==> config.mk <==
export PLATFORM = sky130hd
export DESIGN_NAME = inst_loader
export DESIGN_NICKNAME = d
export VERILOG_FILES = /design/src/rtl/inst_loader_pkg.sv /design/src/rtl/inst_loader_encode.sv /design/src/rtl/inst_loader.sv
export SDC_FILE = /design/constraint.sdc
export NUM_CORES = 1
export LEC_CHECK = 0
export CAP_MARGIN = 10
export CORE_MARGIN = 2
export CORE_UTILIZATION = 44
export DETAILED_ROUTE_END_ITERATION = 12
export PLACE_DENSITY = 0.92
export SYNTH_ARGS = -nofsm -noshare
export SYNTH_HDL_FRONTEND = slang
export SYNTH_SLANG_ARGS = --single-unit
==> constraint.sdc <==
create_clock -name CLK -period 3.92 [get_ports CLK]
set_clock_uncertainty 0.1 [all_clocks]
set_input_delay 0.784 -clock CLK [delete_from_list [all_inputs] [get_ports CLK]]
set_output_delay 0.784 -clock CLK [all_outputs]
set_load 0.02 [all_outputs]
==> src/rtl/inst_loader_pkg.sv <==
// Shared codes for the instruction loader: record kinds, ALU commands,
// condition/op-class fields, fixed BX pattern and FSM states.
package inst_loader_pkg;

  typedef enum logic [2:0] {
    KIND_DP_REG = 3'd0,
    KIND_DP_IMM = 3'd1,
    KIND_LDR    = 3'd2,
    KIND_STR    = 3'd3,
    KIND_B      = 3'd4,
    KIND_BL     = 3'd5,
    KIND_BX     = 3'd6,
    KIND_ILL    = 3'd7
  } kind_e;

  localparam logic [3:0] CMD_AND = 4'b0000;
  localparam logic [3:0] CMD_SUB = 4'b0010;
  localparam logic [3:0] CMD_ADD = 4'b0100;
  localparam logic [3:0] CMD_CMP = 4'b1010;
  localparam logic [3:0] CMD_ORR = 4'b1100;
  localparam logic [3:0] CMD_MOV = 4'b1101;

  localparam logic [3:0] COND_AL = 4'b1110;

  localparam logic [1:0] OPC_DP  = 2'b00;
  localparam logic [1:0] OPC_MEM = 2'b01;
  localparam logic [1:0] OPC_BR  = 2'b10;

  // Bits [25:20] of the memory-class word (I=0, P=1, U=1, B=0, W=0, L).
  localparam logic [5:0] MEM_LDR = 6'b011001;
  localparam logic [5:0] MEM_STR = 6'b011000;

  localparam logic [23:0] BX_PATTERN = 24'h12FFF1;

  // state    | meaning
  // ST_STOP  | after reset, waiting for START
  // ST_IDLE  | ready for a field record
  // ST_WRITE | one-cycle memory write of the registered word
  // ST_DONE  | program complete, waiting for START
  typedef enum logic [1:0] {
    ST_STOP  = 2'd0,
    ST_IDLE  = 2'd1,
    ST_WRITE = 2'd2,
    ST_DONE  = 2'd3
  } state_e;

  function automatic logic cmd_legal(input logic [3:0] cmd);
    return (cmd == CMD_AND) || (cmd == CMD_SUB) || (cmd == CMD_ADD) ||
           (cmd == CMD_CMP) || (cmd == CMD_ORR) || (cmd == CMD_MOV);
  endfunction

endpackage

==> src/rtl/inst_loader_encode.sv <==
// Combinational field packer: turns one field record into a 32-bit
// instruction word and flags records that have no legal encoding.
module inst_encode
  import inst_loader_pkg::*;
(
  input  logic [2:0]  kind_i,
  input  logic [3:0]  cond_i,
  input  logic [3:0]  cmd_i,
  input  logic        s_i,
  input  logic [3:0]  rn_i,
  input  logic [3:0]  rd_i,
  input  logic [3:0]  rm_i,
  input  logic [11:0] imm12_i,
  input  logic [23:0] imm24_i,
  output logic [31:0] word_o,
  output logic        illegal_o
);

  logic is_cmp;
  assign is_cmp = (cmd_i == CMD_CMP);

  // Pack fields by record kind; CMP always sets flags and has no destination.
  always_comb begin
    word_o    = '0;
    illegal_o = 1'b0;
    case (kind_i)
      KIND_DP_REG, KIND_DP_IMM: begin
        if (!cmd_legal(cmd_i)) begin
          illegal_o = 1'b1;
        end else begin
          word_o[31:28] = cond_i;
          word_o[27:26] = OPC_DP;
          word_o[25]    = (kind_i == KIND_DP_IMM);
          word_o[24:21] = cmd_i;
          word_o[20]    = s_i | is_cmp;
          word_o[19:16] = rn_i;
          word_o[15:12] = is_cmp ? 4'd0 : rd_i;
          if (kind_i == KIND_DP_IMM) word_o[11:0] = imm12_i;
          else                       word_o[3:0]  = rm_i;
        end
      end
      KIND_LDR, KIND_STR: begin
        word_o[31:28] = cond_i;
        word_o[27:26] = OPC_MEM;
        word_o[25:20] = (kind_i == KIND_LDR) ? MEM_LDR : MEM_STR;
        word_o[19:16] = rn_i;
        word_o[15:12] = rd_i;
        word_o[11:0]  = imm12_i;
      end
      KIND_B, KIND_BL: begin
        word_o[31:28] = cond_i;
        word_o[27:26] = OPC_BR;
        word_o[25]    = 1'b1;
        word_o[24]    = (kind_i == KIND_BL);
        word_o[23:0]  = imm24_i;
      end
      KIND_BX: begin
        word_o[31:28] = cond_i;
        word_o[27:4]  = BX_PATTERN;
        word_o[3:0]   = rm_i;
      end
      default: illegal_o = 1'b1;
    endcase
  end

endmodule

==> src/rtl/inst_loader.sv <==
// Instruction loader: accepts field records, encodes them and writes the
// words to consecutive instruction-memory addresses starting at 0.
module inst_loader
  import inst_loader_pkg::*;
#(
  parameter int DEPTH = 64,
  parameter int AW    = 8
) (
  input  logic                   CLK,
  input  logic                   RESET,
  input  logic                   START,
  input  logic                   IN_VALID,
  output logic                   IN_READY,
  input  logic [2:0]             KIND,
  input  logic [3:0]             COND,
  input  logic [3:0]             CMD,
  input  logic                   S,
  input  logic [3:0]             RN,
  input  logic [3:0]             RD,
  input  logic [3:0]             RM,
  input  logic [11:0]            IMM12,
  input  logic [23:0]            IMM24,
  input  logic                   LAST,
  output logic                   MEM_WE,
  output logic [AW-1:0]          MEM_ADDR,
  output logic [31:0]            MEM_WDATA,
  output logic                   DONE,
  output logic                   ERR,
  output logic                   OVF,
  output logic [$clog2(DEPTH):0] COUNT
);

  localparam int CW = $clog2(DEPTH) + 1;
  localparam logic [AW-1:0] ADDR_WRAP = AW'((DEPTH - 1) * 4);

  state_e          state_q, state_d;
  logic [AW-1:0]   addr_q, addr_d;
  logic [CW-1:0]   count_q, count_d;
  logic            err_q, err_d;
  logic            ovf_q, ovf_d;
  logic            last_q, last_d;
  logic [AW-1:0]   mem_addr_q, mem_addr_d;
  logic [31:0]     mem_wdata_q, mem_wdata_d;

  logic [31:0]     enc_word;
  logic            enc_illegal;

  inst_encode u_encode (
    .kind_i    (KIND),
    .cond_i    (COND),
    .cmd_i     (CMD),
    .s_i       (S),
    .rn_i      (RN),
    .rd_i      (RD),
    .rm_i      (RM),
    .imm12_i   (IMM12),
    .imm24_i   (IMM24),
    .word_o    (enc_word),
    .illegal_o (enc_illegal)
  );

  // Next-state, address/count bookkeeping and write-port capture.
  always_comb begin
    state_d     = state_q;
    addr_d      = addr_q;
    count_d     = count_q;
    err_d       = err_q;
    ovf_d       = ovf_q;
    last_d      = last_q;
    mem_addr_d  = mem_addr_q;
    mem_wdata_d = mem_wdata_q;
    case (state_q)
      ST_STOP, ST_DONE: begin
        if (START) begin
          state_d = ST_IDLE;
          addr_d  = '0;
          count_d = '0;
          err_d   = 1'b0;
          ovf_d   = 1'b0;
        end
      end
      ST_IDLE: begin
        if (IN_VALID) begin
          if (enc_illegal) begin
            err_d   = 1'b1;
            state_d = LAST ? ST_DONE : ST_IDLE;
          end else begin
            mem_addr_d  = addr_q;
            mem_wdata_d = enc_word;
            last_d      = LAST;
            state_d     = ST_WRITE;
          end
        end
      end
      ST_WRITE: begin
        count_d = count_q + CW'(1);
        if (addr_q == ADDR_WRAP) begin
          addr_d = '0;
          ovf_d  = 1'b1;
        end else begin
          addr_d = addr_q + AW'(4);
        end
        state_d = last_q ? ST_DONE : ST_IDLE;
      end
      default: state_d = ST_STOP;
    endcase
  end

  // State and datapath registers with synchronous reset.
  always_ff @(posedge CLK) begin
    if (RESET) begin
      state_q     <= ST_STOP;
      addr_q      <= '0;
      count_q     <= '0;
      err_q       <= 1'b0;
      ovf_q       <= 1'b0;
      last_q      <= 1'b0;
      mem_addr_q  <= '0;
      mem_wdata_q <= '0;
    end else begin
      state_q     <= state_d;
      addr_q      <= addr_d;
      count_q     <= count_d;
      err_q       <= err_d;
      ovf_q       <= ovf_d;
      last_q      <= last_d;
      mem_addr_q  <= mem_addr_d;
      mem_wdata_q <= mem_wdata_d;
    end
  end

  assign IN_READY  = (state_q == ST_IDLE);
  assign MEM_WE    = (state_q == ST_WRITE);
  assign DONE      = (state_q == ST_DONE);
  assign MEM_ADDR  = mem_addr_q;
  assign MEM_WDATA = mem_wdata_q;
  assign ERR       = err_q;
  assign OVF       = ovf_q;
  assign COUNT     = count_q;

endmodule

==> results of run 1 <==
[flip-flops by register name, summed over array words and instances, names as in the netlist]
| register | count |
|---|---|
| MEM_WDATA | 32 |
| state_q | 2 |
| last_q | 1 |
| MEM_ADDR | 6 |
| COUNT | 7 |
| addr_q | 6 |
| ERR | 1 |
| OVF | 1 |
[per-stage QoR]
stage	area (sq um)	setup slack [ns]	total power, mW
finish	4080	0.978	1.57
global route	4080	0.798	1.65
CTS	4080	0.992	1.57
detailed placement	3950	0.678	1.17
global placement	3950	0.763	1.15
floorplan	2770	1.66	0.949
[power by group]
part	switching (mW)	internal (mW)
logic	0.275	0.233
clock network	0.185	0.226
registers	0.0312	0.616
[synth_stat cells (all sizes together), types with 6 or more instances]
library cell	number	area, sq um
a211oi	21	203
a21oi	36	184
a22oi	6	45.0
buf	14	80.1
clkbuf	8	30.0
dfxtp	56	1120
inv	9	33.8
nand2	54	203
nand3	10	50.1
nor2	39	149
nor3	14	70.1
o21ai	16	80.1
[cells by family (layout without fill, tap and decap cells)]
family,after synthesis,in the layout,synth area share
AND/OR/NAND/NOR,139,139,0.231
AO/OA/AOI/OAI,102,102,0.265
flip-flops,56,56,0.405
other,1,2,0.00135
multiplexers,1,1,0.00407
buffers and inverters,31,138,0.0520
adder cells (fa/ha/maj),5,5,0.0226
XOR/XNOR,6,6,0.0190
[metal layers]
metal,track usage,vias up
li1,-,1418
met1,0.264,1352
met2,0.413,139
met3,0.0616,16
met4,0.0805,0
met5,0,-
[worst paths after layout]
path                            start                   endpoint  slack [ns]  cells past startpoint
min reg2reg  MEM_ADDR[4]$_SDFFE_PP0P_   MEM_ADDR[4]$_SDFFE_PP0P_        0.36                      2
max reg2reg   state_q[1]$_SDFFE_PP0P_  MEM_WDATA[5]$_SDFFE_PP0P_        1.80                      7
min          MEM_ADDR[4]$_SDFFE_PP0P_   MEM_ADDR[4]$_SDFFE_PP0P_        0.36                      2
max                           KIND[2]  MEM_WDATA[1]$_SDFFE_PP0P_        0.98                      6
[final cells by class]
| type | instances | area [sq um] |
|---|---|---|
| repair buffers | 121 | 1190 |
| well taps | 75 | 93.8 |
| fillers | 462 | 1910 |
| clock buffers | 7 | 96.3 |
| flip-flops and latches | 56 | 1120 |
| clock inverters | 1 | 30.0 |
| multi-input cells | 255 | 1510 |
| inverters | 9 | 33.8 |
[worst max-delay path: cells and delay by family]
kind | cells | cell delay [ns]
and+or+nand+nor | 2 | 0.76
buffers and inverters | 1 | 0.92
AOI/OAI and AO/OA | 3 | 0.56
==> out/results.txt, run 1 <==
Synthesized area = 2770 sq um
RSZ-0062 raised after global routing = no
Achievable clock frequency = 340 MHz
Clock tree buffer depth = 2
Worst Tran Pin Value = 0.693 ns
Commonest non-fill, non-tap cell in the layout = clkdlybuf4s50_1
Post-synth EDFFs = 0
GRT Util Overall = 0.231
Fin. max-slew vios = 0
Final Setup Violations = 0
Slew HR = 0.537
Avg Cell Area, Syn = 8.12 sq um
Post-layout util = 0.681
# port buffers = 114
Endpoint class of the critical path = flop
Layout cell share with drive strength beyond 1 = 0.0824
Metal-1 WL = 3.08 mm
Metal3 WL = 686 um
Detailed Routing Iterations Pass 1 = 5
CTS tree = yes
# IOs = 117
CTS root buffer = clkbuf_8
Max-cap violations = 0
First-pass GRT wire length = 13.4 mm
Total core area = 5990 sq um
Worst Setup Start Kind = primary input
Seq/Total Area, Yosys = 0.405
Total wire length = 7.91 mm
Post-Route Setup TNS = 0 ns
Critical path, cell by cell = clkdlybuf4s50_1 > nor4b_2 > or4_4 > a21boi_4 > a211oi_2 > a211oi_2
Via density = 5.58
Hpwl dp = 6.06 mm
Die height = 83.3 um
Yosys reg bits = 56
Layout area overhead = 47.3%
Most frequent cells in the layout = clkdlybuf4s50_1, dfxtp_1, nand2_1, nor2_1, a21oi_1
Row Count = 28
Die width = 83.3 um
Residual DRC count = 0
Async set-reset flop share out of synthesis = 0
Most common flop cell mapped by yosys = dfxtp_1
Initial drt markers = 143
Largest net degree at the start of global routing = 29
Yosys warns = 0
Layout Nets = 518
Most used cell, CP = a211oi_2
Hold WS = 0.360 ns
Mapped Cells = 341
DR vias = 2925
Endpoints failing hold = 0
Pwr Density = 384 nW/um^2
Vias in the first global route = 2964
Met2 WL = 3.98 mm
WL per Instance = 15.1 um
Ant. Diodes = 0
CTS resizes = 0
CTS buffer count = 5
Clock Sinks = 56
Worst path required time = 4.00 ns
Worst-path clk slew = 0.10 ns
Hold Buf Count CTS = 0
RePlAce Congestion = 0.854
Initial Utilization = 0.462
H-tree depth = 2
Placed Cells = 516
Final ANT Viol Nets = 0
Congestion Overflow GR = 0
Crit path time final = 2.94 ns
Max stage delay on crit path = 0.92 ns
Status = complete, no violations
Finished Layout Cells = 524
CP Max Fanout = 20
Clock Latency Late Sink = 0.30 ns
Post-synthesis cell type count = 50
Slowest CP cell = clkdlybuf4s50_1
Postcts setup bufs = 0
Peak supply drop = 0.000209 V
Crit share post-route = 0.750
DR top layer = met4
HP Class = flop to flop
Initial antenna violation count = 0
Die ar. = 6940 sq um
LEAKAGE = 1.42 nW
WP data arrival = 3.03 ns
Class of the most critical setup path = primary input to flop
(Power assumes the default switching activity.)
==> inputs of run 2 (changes only) <==
CORE_UTILIZATION = 43   (was 44)
PLACE_DENSITY = 0.91   (was 0.92)
clock period = 2.81 ns   (was 3.92 ns; I/O delays follow)
==> out/results.txt, run 2 (synthesis results as in run 1) <==
Initial Utilization = 0.441 (-0.0211)
CP Max Fanout = 11 (-45%)
# IOs = 117 (unchanged)
Max-cap violations = 0 (unchanged)
Crit share post-route = 0.869
Detailed Routing Iterations Pass 1 = 4 (-1)
Layout Nets = 523 (+0.97%)
Largest net degree at the start of global routing = 49 (+69%)
Pwr Density = 508 nW/um^2 (+32%)
RSZ-0062 raised after global routing = no
Worst Tran Pin Value = 0.579 ns (-0.114 ns)
Sequential cell area = 1120 sq um (unchanged)
Pre-CTS setup slack = 0.140 ns (-0.538 ns)
Vias in the first global route = 2743 (-7.5%)
Worst path required time = 2.15 ns (-1.85 ns)
RePlAce Congestion = 0.941 (+10%)
Status = complete, no violations
Total wire length = 7.73 mm (-2.2%)
Initial antenna violation count = 0 (unchanged)
Area occupied by multi-input gates = 1510 sq um (unchanged)
Ant. Diodes = 0 (unchanged)
Clock Latency Late Sink = 0.31 ns (about the same)
Crit path time final = 2.44 ns
Cell area after layout = 4090 sq um (+0.40%)
Launching element of the worst setup path = state_q[0]$_SDFFE_PP0P_
CTS buffer count = 5 (unchanged)
Initial drt markers = 121 (-15%)
Most frequent cells in the layout = clkdlybuf4s50_1, dfxtp_1, nand2_1, nor2_1, a21oi_1
WL per Instance = 14.6 um (-3.5%)
Hold Crit Start = MEM_ADDR[2]$_SDFFE_PP0P_
Post-DP Area = 4000 sq um (+1.3%)
Final-layout fill cell count = 539 (+17%)
Max reg flops = 32 (unchanged)
CTS resizes = 0 (unchanged)
HP Class = flop to flop
DR vias = 2872 (-1.8%)
H-tree depth = 2 (unchanged)
Class of the most critical setup path = flop to output pin
Layout area overhead = 47.9%
Final Setup Violations = 0 (unchanged)
Congestion Overflow GR = 0 (unchanged)
Fin. max-slew vios = 0 (unchanged)
Clock Sinks = 56 (unchanged)
Hold Buf Count CTS = 0 (unchanged)
Die height = 84.2 um (+1.1%)
Endpoints failing hold = 0 (unchanged)
Row Count = 29 (+3.6%)
Via density = 5.41 (-3.1%)
Commonest non-fill, non-tap cell in the layout = clkdlybuf4s50_1
FF-to-FF Start = state_q[1]$_SDFFE_PP0P_
Residual DRC count = 0 (unchanged)
Layout cell share with drive strength beyond 1 = 0.0881 (+0.00570)
Worst-path clk slew = 0.09 ns (about the same)
Achievable clock frequency = 409 MHz
CTS root buffer = clkbuf_8
Setup ws final = 0.368 ns (-0.611 ns)
Total core area = 6280 sq um (+4.8%)
Final ANT Viol Nets = 0 (unchanged)
# port buffers = 114 (unchanged)
Hpwl dp = 5.93 mm (-2.2%)
Die ar. = 7090 sq um (+2.2%)
WP data arrival = 1.78 ns (-1.25 ns)
Clock tree buffer depth = 2 (unchanged)
LEAKAGE = 1.43 nW (+0.56%)
Postcts setup bufs = 0 (unchanged)
Post-Route Setup TNS = 0 ns (unchanged)
CTS tree = yes
Peak supply drop = 0.000277 V (+33%)
GRT Util Overall = 0.216 (-0.0152)
Endpoint class of the critical path = output pin
First-pass GRT wire length = 12.5 mm (-6.6%)
Slew HR = 0.613 (+0.0765)
Die width = 84.2 um (+1.1%)
Worst Setup Start Kind = flop
==> run 2: changes by cell type in the layout (fill, tap and decap cells not counted) <==
cell       change
buf_4          +4
bufinv_16      -1
clkbuf_8       -1
clkbuf_1       +2
buf_12         +1
==> run 2: worst max-delay path: stages (launching register included) <==
cell	delay, ns
dfxtp_1	0.36
inv_1	0.07
ha_1	0.37
clkdlybuf4s50_1	0.68
==> run 2: layer usage <==
layer | GRT usage | vias to the layer above | wire length, um | share of wire
met5 | 0 | - | 0 | 0
met4 | 0.0630 | 0 | 118 | 0.015
met3 | 0.0462 | 13 | 565 | 0.073
met2 | 0.379 | 122 | 3870 | 0.50
met1 | 0.265 | 1307 | 3180 | 0.41
li1 | - | 1430 | - | -
==> run 2: where the power goes <==
| group | total [mW] | switching (mW) | internal, mW | leakage [nW] |
|---|---|---|---|---|
| logic | 0.727 | 0.390 | 0.337 | 0.929 |
| registers | 0.902 | 0.0429 | 0.859 | 0.454 |
| clock network | 0.449 | 0.247 | 0.202 | 0.0455 |
| total | 2.08 | 0.680 | 1.40 | 1.43 |
==> run 2: area by class of cell <==
| type | instances | area share |
|---|---|---|
| Multi-Input combinational cell | 255 | 0.370 |
| Timing Repair Buffer | 126 | 0.303 |
| Sequential cell | 56 | 0.274 |
| Tap cell | 77 | 0.0235 |
| Clock buffer | 8 | 0.0220 |
| Inverter | 9 | 0.00825 |
==> run 2: per-stage QoR <==
| step | total power [mW] | util | instances | hold WS (ns) |
|---|---|---|---|---|
| after floorplan | 1.32 | - | 342 | 0.337 |
| after global routing | 2.19 | 0.652 | 531 | 0.379 |
| final | 2.08 | 0.652 | 531 | 0.358 |
| after global placement | 1.63 | 0.638 | 523 | 0.342 |
| after detailed placement | 1.64 | 0.638 | 523 | 0.347 |
| after CTS | 2.09 | 0.652 | 531 | 0.361 |
==> run 2: final timing paths <==
path,to,slack (ns),depth (start not counted)
max,MEM_WE,0.37,3
min,MEM_ADDR[2]$_SDFFE_PP0P_,0.36,2
max reg2reg,MEM_WDATA[4]$_SDFFE_PP0P_,0.76,6
min reg2reg,MEM_ADDR[2]$_SDFFE_PP0P_,0.36,2
